**src/rtl/riscv_pkg.sv**
```systemverilog
// Shared RISC-V pipeline definitions: ALU opcode encodings and register-address width.
package riscv_pkg;

  localparam int unsigned RA_W = 5;

  typedef enum logic [3:0] {
    ALU_ADD  = 4'b0000,
    ALU_SUB  = 4'b0001,
    ALU_AND  = 4'b0010,
    ALU_OR   = 4'b0011,
    ALU_SLL  = 4'b0100,
    ALU_SLT  = 4'b0101,
    ALU_XOR  = 4'b0110,
    ALU_SRL  = 4'b0111,
    ALU_SRA  = 4'b1000,
    ALU_SLTU = 4'b1001
  } alu_ctrl_e;

endpackage

```
**src/rtl/id_ex_stage_fwd_mux.sv**
```systemverilog
// Operand forwarding select: x0 reads zero, then MEM writeback, then WB writeback, else the given data.
module fwd_mux #(
  parameter int unsigned WIDTH  = 32,
  parameter int unsigned RA_W   = 5,
  parameter bit          FWD_EN = 1'b1
) (
  input  logic [RA_W-1:0]  rs_i,
  input  logic [WIDTH-1:0] rs_data_i,
  input  logic [RA_W-1:0]  mem_rd_i,
  input  logic             mem_reg_write_i,
  input  logic [WIDTH-1:0] mem_result_i,
  input  logic [RA_W-1:0]  wb_rd_i,
  input  logic             wb_reg_write_i,
  input  logic [WIDTH-1:0] wb_result_i,
  output logic [WIDTH-1:0] data_o
);

  logic mem_hit;
  logic wb_hit;

  assign mem_hit = mem_reg_write_i && (mem_rd_i == rs_i);
  assign wb_hit  = wb_reg_write_i && (wb_rd_i == rs_i);

  always_comb begin
    data_o = rs_data_i;
    if (rs_i == '0) begin
      data_o = '0;
    end else if (FWD_EN && mem_hit) begin
      data_o = mem_result_i;
    end else if (FWD_EN && wb_hit) begin
      data_o = wb_result_i;
    end
  end

endmodule

```
**src/rtl/id_ex_stage.sv**
```systemverilog
// ID/EX pipeline register with valid/ready handshake, operand forwarding and hazard stall.
// Build option: define ID_EX_FORWARDING_EN for forwarding; otherwise stall on any pending writer.
module id_ex_stage #(
  parameter int unsigned WIDTH = 32,
  parameter int unsigned RA_W  = riscv_pkg::RA_W
) (
  input  logic             clk,
  input  logic             rst_n,
  input  logic             id_valid,
  output logic             id_ready,
  input  logic [RA_W-1:0]  id_rs1,
  input  logic [RA_W-1:0]  id_rs2,
  input  logic [RA_W-1:0]  id_rd,
  input  logic [WIDTH-1:0] id_rs1_data,
  input  logic [WIDTH-1:0] id_rs2_data,
  input  logic [WIDTH-1:0] id_imm,
  input  logic [WIDTH-1:0] id_pc,
  input  logic [3:0]       id_alu_ctrl,
  input  logic             id_src_a,
  input  logic             id_src_b,
  input  logic             id_reg_write,
  input  logic             id_mem_read,
  input  logic [RA_W-1:0]  mem_rd,
  input  logic             mem_reg_write,
  input  logic [WIDTH-1:0] mem_result,
  input  logic [RA_W-1:0]  wb_rd,
  input  logic             wb_reg_write,
  input  logic [WIDTH-1:0] wb_result,
  input  logic             flush,
  output logic             ex_valid,
  input  logic             ex_ready,
  output logic [WIDTH-1:0] alu_a,
  output logic [WIDTH-1:0] alu_b,
  output logic [3:0]       alu_ctrl,
  output logic [RA_W-1:0]  ex_rd,
  output logic             ex_reg_write,
  output logic             ex_mem_read,
  output logic [WIDTH-1:0] ex_store_data,
  output logic [WIDTH-1:0] ex_pc
);

  import riscv_pkg::*;

`ifdef ID_EX_FORWARDING_EN
  localparam bit FWD_EN = 1'b1;
`else
  localparam bit FWD_EN = 1'b0;
`endif

  logic             valid_q,     valid_d;
  logic [RA_W-1:0]  rs1_q,       rs1_d;
  logic [RA_W-1:0]  rs2_q,       rs2_d;
  logic [RA_W-1:0]  rd_q,        rd_d;
  logic [WIDTH-1:0] rs1_data_q,  rs1_data_d;
  logic [WIDTH-1:0] rs2_data_q,  rs2_data_d;
  logic [WIDTH-1:0] imm_q,       imm_d;
  logic [WIDTH-1:0] pc_q,        pc_d;
  alu_ctrl_e        alu_ctrl_q,  alu_ctrl_d;
  logic             src_a_q,     src_a_d;
  logic             src_b_q,     src_b_d;
  logic             reg_write_q, reg_write_d;
  logic             mem_read_q,  mem_read_d;

  logic [WIDTH-1:0] id_rs1_fwd, id_rs2_fwd;
  logic [WIDTH-1:0] ex_rs1_fwd, ex_rs2_fwd;
  logic             hazard;
  logic             capture;

  function automatic logic rs_hit(input logic [RA_W-1:0] rd, input logic we,
                                  input logic [RA_W-1:0] rs);
    return we && (rd == rs) && (rs != '0);
  endfunction

  fwd_mux #(.WIDTH(WIDTH), .RA_W(RA_W), .FWD_EN(FWD_EN)) u_fwd_id_rs1 (
    .rs_i(id_rs1), .rs_data_i(id_rs1_data),
    .mem_rd_i(mem_rd), .mem_reg_write_i(mem_reg_write), .mem_result_i(mem_result),
    .wb_rd_i(wb_rd), .wb_reg_write_i(wb_reg_write), .wb_result_i(wb_result),
    .data_o(id_rs1_fwd)
  );

  fwd_mux #(.WIDTH(WIDTH), .RA_W(RA_W), .FWD_EN(FWD_EN)) u_fwd_id_rs2 (
    .rs_i(id_rs2), .rs_data_i(id_rs2_data),
    .mem_rd_i(mem_rd), .mem_reg_write_i(mem_reg_write), .mem_result_i(mem_result),
    .wb_rd_i(wb_rd), .wb_reg_write_i(wb_reg_write), .wb_result_i(wb_result),
    .data_o(id_rs2_fwd)
  );

  fwd_mux #(.WIDTH(WIDTH), .RA_W(RA_W), .FWD_EN(FWD_EN)) u_fwd_ex_rs1 (
    .rs_i(rs1_q), .rs_data_i(rs1_data_q),
    .mem_rd_i(mem_rd), .mem_reg_write_i(mem_reg_write), .mem_result_i(mem_result),
    .wb_rd_i(wb_rd), .wb_reg_write_i(wb_reg_write), .wb_result_i(wb_result),
    .data_o(ex_rs1_fwd)
  );

  fwd_mux #(.WIDTH(WIDTH), .RA_W(RA_W), .FWD_EN(FWD_EN)) u_fwd_ex_rs2 (
    .rs_i(rs2_q), .rs_data_i(rs2_data_q),
    .mem_rd_i(mem_rd), .mem_reg_write_i(mem_reg_write), .mem_result_i(mem_result),
    .wb_rd_i(wb_rd), .wb_reg_write_i(wb_reg_write), .wb_result_i(wb_result),
    .data_o(ex_rs2_fwd)
  );

`ifdef ID_EX_FORWARDING_EN
  // Only a load in EX cannot be forwarded in time.
  assign hazard = rs_hit(rd_q, valid_q && mem_read_q, id_rs1) ||
                  rs_hit(rd_q, valid_q && mem_read_q, id_rs2);
`else
  assign hazard = rs_hit(rd_q,   valid_q && reg_write_q, id_rs1) ||
                  rs_hit(rd_q,   valid_q && reg_write_q, id_rs2) ||
                  rs_hit(mem_rd, mem_reg_write,          id_rs1) ||
                  rs_hit(mem_rd, mem_reg_write,          id_rs2) ||
                  rs_hit(wb_rd,  wb_reg_write,           id_rs1) ||
                  rs_hit(wb_rd,  wb_reg_write,           id_rs2);
`endif

  assign id_ready = (!valid_q || ex_ready) && !hazard && !flush;
  assign capture  = id_valid && id_ready;

  always_comb begin
    valid_d     = valid_q;
    rs1_d       = rs1_q;
    rs2_d       = rs2_q;
    rd_d        = rd_q;
    rs1_data_d  = rs1_data_q;
    rs2_data_d  = rs2_data_q;
    imm_d       = imm_q;
    pc_d        = pc_q;
    alu_ctrl_d  = alu_ctrl_q;
    src_a_d     = src_a_q;
    src_b_d     = src_b_q;
    reg_write_d = reg_write_q;
    mem_read_d  = mem_read_q;

    if (flush) begin
      valid_d = 1'b0;
    end else if (capture) begin
      valid_d = 1'b1;
    end else if (valid_q && ex_ready) begin
      valid_d = 1'b0;
    end

    if (capture) begin
      rs1_d       = id_rs1;
      rs2_d       = id_rs2;
      rd_d        = id_rd;
      rs1_data_d  = id_rs1_fwd;
      rs2_data_d  = id_rs2_fwd;
      imm_d       = id_imm;
      pc_d        = id_pc;
      alu_ctrl_d  = alu_ctrl_e'(id_alu_ctrl);
      src_a_d     = id_src_a;
      src_b_d     = id_src_b;
      reg_write_d = id_reg_write;
      mem_read_d  = id_mem_read;
    end else if (FWD_EN && valid_q && !ex_ready && !flush) begin
      // Absorb writebacks while stalled so a value retiring from WB is not lost.
      rs1_data_d = ex_rs1_fwd;
      rs2_data_d = ex_rs2_fwd;
    end
  end

  always_ff @(posedge clk or negedge rst_n) begin
    if (!rst_n) begin
      valid_q     <= 1'b0;
      rs1_q       <= '0;
      rs2_q       <= '0;
      rd_q        <= '0;
      rs1_data_q  <= '0;
      rs2_data_q  <= '0;
      imm_q       <= '0;
      pc_q        <= '0;
      alu_ctrl_q  <= ALU_ADD;
      src_a_q     <= 1'b0;
      src_b_q     <= 1'b0;
      reg_write_q <= 1'b0;
      mem_read_q  <= 1'b0;
    end else begin
      valid_q     <= valid_d;
      rs1_q       <= rs1_d;
      rs2_q       <= rs2_d;
      rd_q        <= rd_d;
      rs1_data_q  <= rs1_data_d;
      rs2_data_q  <= rs2_data_d;
      imm_q       <= imm_d;
      pc_q        <= pc_d;
      alu_ctrl_q  <= alu_ctrl_d;
      src_a_q     <= src_a_d;
      src_b_q     <= src_b_d;
      reg_write_q <= reg_write_d;
      mem_read_q  <= mem_read_d;
    end
  end

  assign ex_valid      = valid_q;
  assign alu_a         = src_a_q ? pc_q  : ex_rs1_fwd;
  assign alu_b         = src_b_q ? imm_q : ex_rs2_fwd;
  assign ex_store_data = ex_rs2_fwd;
  assign alu_ctrl      = alu_ctrl_q;
  assign ex_rd         = rd_q;
  assign ex_pc         = pc_q;
  assign ex_reg_write  = valid_q && reg_write_q;
  assign ex_mem_read   = valid_q && mem_read_q;

endmodule
```
**config.mk**
```make
export PLATFORM = sky130hd
export DESIGN_NAME = id_ex_stage
export DESIGN_NICKNAME = d
export VERILOG_FILES = /design/src/rtl/riscv_pkg.sv /design/src/rtl/id_ex_stage_fwd_mux.sv /design/src/rtl/id_ex_stage.sv
export SDC_FILE = /design/constraint.sdc
export NUM_CORES = 1
export LEC_CHECK = 0
export CORE_AREA = 2 2 143 159
export DETAILED_ROUTE_END_ITERATION = 8
export DIE_AREA = 0 0 145 161
export PLACE_DENSITY = 0.79
export SYNTH_ARGS = -nofsm -noshare
export SYNTH_HDL_FRONTEND = slang
export SYNTH_HIERARCHICAL = 1
export SYNTH_SLANG_ARGS = --single-unit
```
**constraint.sdc**
```tcl
create_clock -name clk -period 2.1 [get_ports clk]
set_clock_uncertainty 0.15 [all_clocks]
set_input_delay 0.315 -clock clk [delete_from_list [all_inputs] [get_ports clk]]
set_output_delay 0.315 -clock clk [all_outputs]
set_load 0.005 [all_outputs]
```
* Yosys cells after proc, flatten, opt, wreduce, memory -nomap -nowiden
Cells that the tools add are included.
Word-level totals: bits in registers 152, latch bits 0, memory bits (writable) 0, bits in read-only memories 0, bits of input ports 232, logic and storage cells 62, memories 0
Operators by class: add/sub/neg operators 0, $mul 0, divide/modulo/power cells 0, $lt $le $gt $ge 0, equal/unequal tests 6, shift-type cells 0, multiplexer cells 9, bitwise operators 0, reductions and logical operators 34
Operators with widths (number):
- $mux W32 | 6
- $eq A5 B5 Y1 | 6
- $logic_not A5 Y1 | 4
- $logic_and A1 B1 Y1 | 18
- $reduce_bool A5 Y1 | 2
- $logic_or A1 B1 Y1 | 6
- $logic_not A1 Y1 | 3
- $mux W1 | 3
- $reduce_bool A3 Y1 | 1

* Depth between registers and ports, before layout
Gate-level depths: netlist of run 1.
depth after elaboration 14, mapped depth 8, gate-level depth less buffers 6

* By module
Netlist of run 1, hierarchy kept.
Modules (own cells, without submodules):
- id_ex_stage | instances 1, cells an instance 449, area each 7105.6 sq um, sequential area each 3803.6 sq um
- fwd_mux | instances 4, cells an instance 40, area each 321.6 sq um, sequential area each 0.0 sq um

* Least setup slack after synthesis of run 1
Ideal clock, no wire load.
kind input port to flip-flop, start in id_rs2[1], end reg pc_q[18], in the netlist ex_pc[18], arrival time 2.064 ns, data required time 1.825 ns, setup slack -0.240 ns, cell stages on the path 8, cell sequence or4_1 nor2_1 nor4_1 o21ai_1 nand4_2 buf_4 buf_6 mux2_4
On the way: cells in the longest elaborated chain, start to end 12
Ends and longest elaborated chain:
- from (decl) | line id_ex_stage.sv:12 | input logic [RA_W-1:0] id_rs2,
- $eq A5 B5 Y1 | line id_ex_stage.sv:71 | return we && (rd == rs) && (rs != '0);
- $logic_and A1 B1 Y1 (2 in a row) | line id_ex_stage.sv:71
- $logic_or A1 B1 Y1 | line id_ex_stage.sv:107 | assign hazard = rs_hit(rd_q, valid_q && reg_write_q, id_rs1) ||
- $logic_or A1 B1 Y1 | line id_ex_stage.sv:108 | rs_hit(rd_q, valid_q && reg_write_q, id_rs2) ||
- $logic_or A1 B1 Y1 | line id_ex_stage.sv:109 | rs_hit(mem_rd, mem_reg_write, id_rs1) ||
- $logic_or A1 B1 Y1 | line id_ex_stage.sv:110 | rs_hit(mem_rd, mem_reg_write, id_rs2) ||
- $logic_or A1 B1 Y1 (*) | line id_ex_stage.sv:111 | rs_hit(wb_rd, wb_reg_write, id_rs1) ||
- $logic_not A1 Y1 (*) | line id_ex_stage.sv:115 | assign id_ready = (!valid_q || ex_ready) && !hazard && !flush;
- $logic_and A1 B1 Y1 (*) (2 in a row) | line id_ex_stage.sv:115
- $logic_and A1 B1 Y1 (*) | line id_ex_stage.sv:116 | assign capture = id_valid && id_ready;
- to (signal assigned) | line id_ex_stage.sv:184 | pc_q <= pc_d;
- to (decl) | line id_ex_stage.sv:57 | logic [WIDTH-1:0] pc_q, pc_d;
Mark *: on every way between the ends. The rest lies on a longest branch, timed or not. A chain may end at the register's enable or synchronous reset.

* Worst setup path after layout of run 1
start reg rs2_q[0], end out alu_b[19]
On the way: cells in the longest elaborated chain, start to end 3
Ends and longest elaborated chain:
- from (decl) | line id_ex_stage.sv:52 | logic [RA_W-1:0] rs2_q, rs2_d;
- from (signal assigned) | line id_ex_stage.sv:179 | rs2_q <= rs2_d;
- $logic_not A5 Y1 | line id_ex_stage_fwd_mux.sv:26 | if (rs_i == '0) begin
- $mux W32 | line id_ex_stage_fwd_mux.sv:26
- $mux W32 | line id_ex_stage.sv:195 | assign alu_b = src_b_q ? imm_q : ex_rs2_fwd;
- to (decl) | line id_ex_stage.sv:33 | output logic [WIDTH-1:0] alu_b,
Every way passes these cells.

==> impl_metrics.env, run 1 <==
export IMPL_status="finished with violations"
export IMPL_violations="negative setup slack"
export IMPL_syn_area_per_cell_um2=13.78
export IMPL_tightest_slew_ns=0.4969
export IMPL_die_area_mm2=0.02335
export IMPL_drtPass1Iterations=5
export IMPL_placed_cells=1258
export IMPL_die_w_um=145
export IMPL_portBuffers=308
export IMPL_worst_hold_path_type="in -> reg"
export IMPL_grt_max_degree=51
export IMPL_cp_arrival_ns=2.05
export IMPL_ys_warn_count=6
export IMPL_cp_max_fo=5
export IMPL_power_density_mw_per_mm2=882.1
export IMPL_cp_required_ns=1.63
export IMPL_ys_types=26
export IMPL_clk_pin_slew_ns=0.06
export IMPL_clock_sinks=152
export IMPL_htreeDepth=4
export IMPL_cp_start_kind="flip-flop"
export IMPL_die_h_um=161
export IMPL_cts_tree="built"
export IMPL_yosys_top_cells_count="dfrtp_1, mux2_2, a21boi_1"
export IMPL_grt_pass1_wl_um=44010
export IMPL_synthTopCellsByArea="dfrtp_1, mux2_2, mux2_4"
export IMPL_syn_cell_area_mm2=0.008392
export IMPL_vias_per_cell=5.053
export IMPL_wl_per_cell_um=21.49
export IMPL_setup_viol=248
export IMPL_timing_max_transition_violations_final=0
export IMPL_max_cap_violations=0
export IMPL_timing_final_ws_setup_ns=-0.4188
export IMPL_hpwl_um=17660
export IMPL_syn_nets=841
export IMPL_worstSetupPathType="reg -> out"
export IMPL_fmax_ghz=0.3970
export IMPL_period_minus_slack_ns=2.519
export IMPL_drc=0
export IMPL_fill_cells=1447
export IMPL_placed_area_mm2=0.01256
export IMPL_ys_ff_latch=152
export IMPL_std_cell_rows=57
export IMPL_final_area_mm2=0.01494
export IMPL_synth_enable_flop_cells=0
export IMPL_vias=6802
export IMPL_grt_pass1_vias=7466
export IMPL_synthArstFlopShare_pct=100.0
export IMPL_postRouteAntennaNets=0
export IMPL_core_area_mm2=0.02175
export IMPL_initial_core_util_pct=38.58
export IMPL_netlist_instances=609
export IMPL_reg2reg_slack_ns=-0.37
export IMPL_dr_first_iter_drc_count=226
export IMPL_hold_viol=0
export IMPL_slew_limit_headroom_pct=66.87
export IMPL_yosysSeqAreaShare_pct=45.33
export IMPL_p_leak_nw=7.059
export IMPL_layout_area_overhead_vs_synth_pct=78.07
export IMPL_irDropWorstVdd_uv=508.2
export IMPL_cts_root_buffer="clkbuf_16"
export IMPL_synth_top_area_share_pct=45.33
export IMPL_rsz0062_at_grt="true"
export IMPL_antennaDiodeCount=0
export IMPL_instances_no_fill=1346
export IMPL_synthFlopType="dfrtp_1"
export IMPL_gp_congestion=0.8413
export IMPL_clockBufferDepth=2
export IMPL_end_kind="output port"
export IMPL_synth_top_cell_by_area="dfrtp_1"
export IMPL_grt_overflow=0
export IMPL_cts_buffers=17
export IMPL_antenna_found_initial=1
export IMPL_track_usage_pct=24.01
export IMPL_synth_most_common_cell="dfrtp_1"
export IMPL_clock_latency_ns=0.42
export IMPL_fin_crit_sh_pct=119.9
export IMPL_routed_wl_um=28930
export IMPL_io_pins=373
export IMPL_layout_drive_gt1_share_pct=55.00
export IMPL_layout_nets=1270
## cell type report
type                    instances  area [µm²]  share of cell area [%]
clock buffers                  19       442.9                   2.964
clock inverters                13       131.4                  0.8792
inverters                       4       15.01                  0.1005
multi-input cells             405        5101                   34.14
flip-flops and latches        152        3806                   25.47
well taps                     295       369.1                   2.470
repair buffers                458        5077                   33.98
## routing by layer
layer	wire length, µm	track usage, %
met5	13	0
met4	710	7.156
met3	1615	6.158
met2	14660	41.67
met1	11930	29.56
## path summary, 6_finish.rpt
check | start | end | cells after the start
setup / recovery | rs2_q[0] | alu_b[19] | 7
min in group asynchronous | rst_n | rs2_data_q[6] | 2
setup reg to reg | ex_rd[1] | rs2_data_q[23] | 11
max in group asynchronous | rst_n | imm_q[18] | 3
hold reg to reg | rs1_data_q[17] | rs1_data_q[17] | 1
hold / removal | id_rs1[4] | rs1_q[4] | 3
## flip-flops by register name, summed over array words and instances (netlist names)
register and flops:
rs1_q 5, reg_write_q 1, mem_read_q 1, imm_q 32, src_b_q 1, ex_rd 5, ex_pc 32, rs2_q 5
rs2_data_q 32, ex_valid 1, alu_ctrl 4, src_a_q 1, rs1_data_q 32
## layout by cell type, fill, tap and decap left out, types with 9 or more instances in the layout
cell             Yosys  final
dlygate4sd2_1        0     11
xor2_1              12     12
xnor2_1             18     17
mux2_4              79    196
buf_4                1     49
clkdlybuf4s50_1      0    192
a21boi_4             0     22
a21boi_2            12     39
dfrtp_1            152    150
buf_12               0     44
clkbuf_2             0      9
buf_2                0     24
mux2_2             136     19
a21boi_1           108     63
buf_8                0     13
buf_6               20    104
clkbuf_16            0     18
## cells by family (layout without fill, tap and decap cells)
family,Yosys count,in the layout,share of synthesized area (%)
mux,215,215,32.38
flops,152,152,45.33
compound gates,132,132,12.23
buf+inv,52,494,4.160
xor+xnor,30,30,3.131
simple gates,28,28,2.773
## critical path: stages, from the launching register on
cell,delay [ns]
dfrtp_1,0.40
nor4_4,0.29
buf_6,0.18
buf_6,0.14
buf_12,0.14
a21boi_4,0.06
mux2_4,0.29
buf_6,0.12
## power by group
group	internal [mW]	switching (mW)
clock network	1.61	1.43
logic	4.05	2.03
registers	3.57	0.488
total	9.24	3.94
## through the flow
step | power, mW | hold slack (ns) | setup TNS, ns | util [%] | setup slack [ns]
CTS | 12.74 | 0.1275 | -63.62 | 67.58 | -0.4483
global placement | 8.740 | 0.1498 | -119.79 | 57.72 | -0.8195
global route | 13.74 | 0.1466 | -86.94 | 68.70 | -0.4835
finish | 13.18 | 0.1416 | -69.27 | 68.70 | -0.4188
floorplan | 6.067 | -0.1306 | -14.82 | - | -0.1651
detailed placement | 8.842 | 0.1507 | -134.62 | 57.72 | -0.8644
## timing repair
item                                    4_1_cts  5_1_grt
pin swaps                                    40       31
hold buffers                                  1        0
endpoints found under the setup margin      251      250
gates cloned                                 18        1
resized for setup                           644      131
endpoints found under the hold margin        46        0
setup buffers                                48       24
(Power assumes the default switching activity.)
==> run 2: changes to the inputs <==
CTS_BUF_LIST = sky130_fd_sc_hd__clkbuf_8 sky130_fd_sc_hd__clkbuf_16   (was not set)
SETUP_SLACK_MARGIN = 0.5   (was not set)
==> run 2 against run 1 <==
Effect of this change:
- the flow still finishes with violations (negative setup slack)
- core utilization grew 4.0 points
- global-route usage grew 0.34 points
- sequential cell count is the same
- via count grew 2.0%
- sequential power is essentially flat
- cell count grew 3.3%
- first-iteration DRC count grew 9.7%
- total power grew 6.4%
- critical path depth is the same
- critical path type unchanged
==> impl_metrics.env, run 2 (same netlist as run 1, synthesis figures left out) <==
export IMPL_fmax_ghz=0.3912
export IMPL_layout_nets=1315
export IMPL_multiInputGateArea_mm2=0.005186
export IMPL_cp_arrival_ns=2.09
export IMPL_reg2reg_to="imm_q[9]"
export IMPL_placed_cells=1258
export IMPL_initial_core_util_pct=38.58
export IMPL_clk_pin_slew_ns=0.06
export IMPL_whs_endpoint="rs1_q[1]"
export IMPL_clock_latency_ns=0.43
export IMPL_final_area_mm2=0.01582
export IMPL_grt_pass1_wl_um=44440
export IMPL_tightest_slew_ns=0.4262
export IMPL_worst_hold_path_type="in -> reg"
export IMPL_postRouteAntennaNets=0
export IMPL_grt_overflow=0
export IMPL_htreeDepth=4
export IMPL_wl_per_cell_um=21.53
export IMPL_track_usage_pct=24.35
export IMPL_routed_wl_um=29950
export IMPL_vias=6937
export IMPL_grt_max_degree=54
export IMPL_timing_max_transition_violations_final=0
export IMPL_drc=0
export IMPL_timing_hold_ws_ns=0.1581
export IMPL_timing_rr_start="ex_rd[3]"
export IMPL_instances_no_fill=1391
export IMPL_final_common_cell="mux2_4"
export IMPL_setup_viol=249
export IMPL_dr_first_iter_drc_count=248
export IMPL_grt_pass1_vias=7538
export IMPL_place_ws_ns=-0.8806
export IMPL_layout_common_cells="mux2_4, buf_6, clkdlybuf4s50_1, dfrtp_1, buf_4"
export IMPL_portBuffers=308
export IMPL_fin_crit_sh_pct=121.7
export IMPL_timing_final_ws_setup_ns=-0.4564
export IMPL_die_area_mm2=0.02335
export IMPL_die_w_um=145
export IMPL_p_leak_nw=7.791
export IMPL_clock_sinks=152
export IMPL_worstSetupPathType="reg -> out"
export IMPL_vias_per_cell=4.987
export IMPL_hpwl_um=17810
export IMPL_antennaDiodeCount=0
export IMPL_die_h_um=161
export IMPL_cts_root_buffer="clkbuf_16"
export IMPL_final_seq_area_mm2=0.003807
export IMPL_irDropWorstVdd_uv=538.5
export IMPL_gp_congestion=0.8191
export IMPL_slew_limit_headroom_pct=71.59
export IMPL_antenna_found_initial=0
export IMPL_setup_tns_ns=-62.15
export IMPL_hold_start="id_rs1[1]"
export IMPL_placed_area_mm2=0.01288
export IMPL_io_pins=373
export IMPL_cp_required_ns=1.63
export IMPL_std_cell_rows=57
export IMPL_reg2reg_slack_ns=-0.28
export IMPL_power_density_mw_per_mm2=886.1
export IMPL_rsz0062_at_grt="true"
export IMPL_max_cap_violations=0
export IMPL_r2r_cells=11
export IMPL_layout_drive_gt1_share_pct=58.76
export IMPL_core_area_mm2=0.02175
export IMPL_period_minus_slack_ns=2.556
export IMPL_hold_path_depth=3
export IMPL_drtPass1Iterations=4
export IMPL_cp_max_fo=8
export IMPL_cts_buffers=17
export IMPL_hold_viol=0
export IMPL_cts_tree="built"
export IMPL_violations="negative setup slack"
export IMPL_cp_start_kind="flip-flop"
export IMPL_status="finished with violations"
export IMPL_clockBufferDepth=2
export IMPL_fill_cells=1335
export IMPL_layout_area_overhead_vs_synth_pct=88.53
export IMPL_end_kind="output port"
[run 2: timing repair]
item	4_1_cts	5_1_grt
pin swaps	26	17
cloned	17	0
setup buffers	54	29
hold endpoints to repair	39	0
setup endpoints to repair	293	291
hold buffers	1	0
gates resized for setup	723	101
[run 2: how the worst max path moves through the flow]
stage	from	to	slack, ns	cells after the start
2_1_floorplan	id_rs2[1]	ex_pc[28]	-0.17	8
3_3_place_gp	id_rs1[1]	id_ready	-0.83	7
3_5_place_dp	id_rs2[1]	id_ready	-0.88	7
4_1_cts	rs1_q[0]	alu_a[10]	-0.47	8
5_1_grt	rs2_q[2]	alu_b[31]	-0.54	7
6_report	rs2_q[2]	alu_b[8]	-0.46	7
[run 2: layout make-up]
cell class / instances / area share (%)
sequential: 152 / 24.06
multi-input combinational: 405 / 32.78
clock buffer: 18 / 2.776
tap: 295 / 2.333
clock inverter: 14 / 1.076
inverter: 4 / 0.09490
timing repair buffer: 503 / 36.88
[run 2: report_power, final]
group	switching (mW)	leakage, nW	internal, mW
clock network	1.34	0.295	1.91
registers	0.489	1.79	3.57
logic	2.18	5.71	4.53
total	4.01	7.79	10.0
[run 2: per-layer routing]
metal  track usage, %  part of all wire, %  vias to the layer above  routed length, µm
met3            6.017                  5.5                       29               1634
met1            29.46                   41                     3495              12140
met2            43.57                   52                      263              15680
met4            6.211                  1.7                        0                497
met5                0                    0                        -                  0
li1                 -                    -                     3150                  -
[run 2: metrics by stage]
step | power [mW] | utilization (%)
after floorplan | 6.459 | -
after global placement | 9.198 | 59.21
after detailed placement | 9.315 | 59.21
after CTS | 13.59 | 70.04
after global routing | 14.58 | 72.74
final | 14.02 | 72.74
[run 2: worst max-delay path: stages (launching register included)]
cell and delay [ns]:
dfrtp_1 0.41, nor4_4 0.33, buf_4 0.19, buf_12 0.10, buf_16 0.15, a21boi_4 0.08, mux2_4 0.29, buf_6 0.12
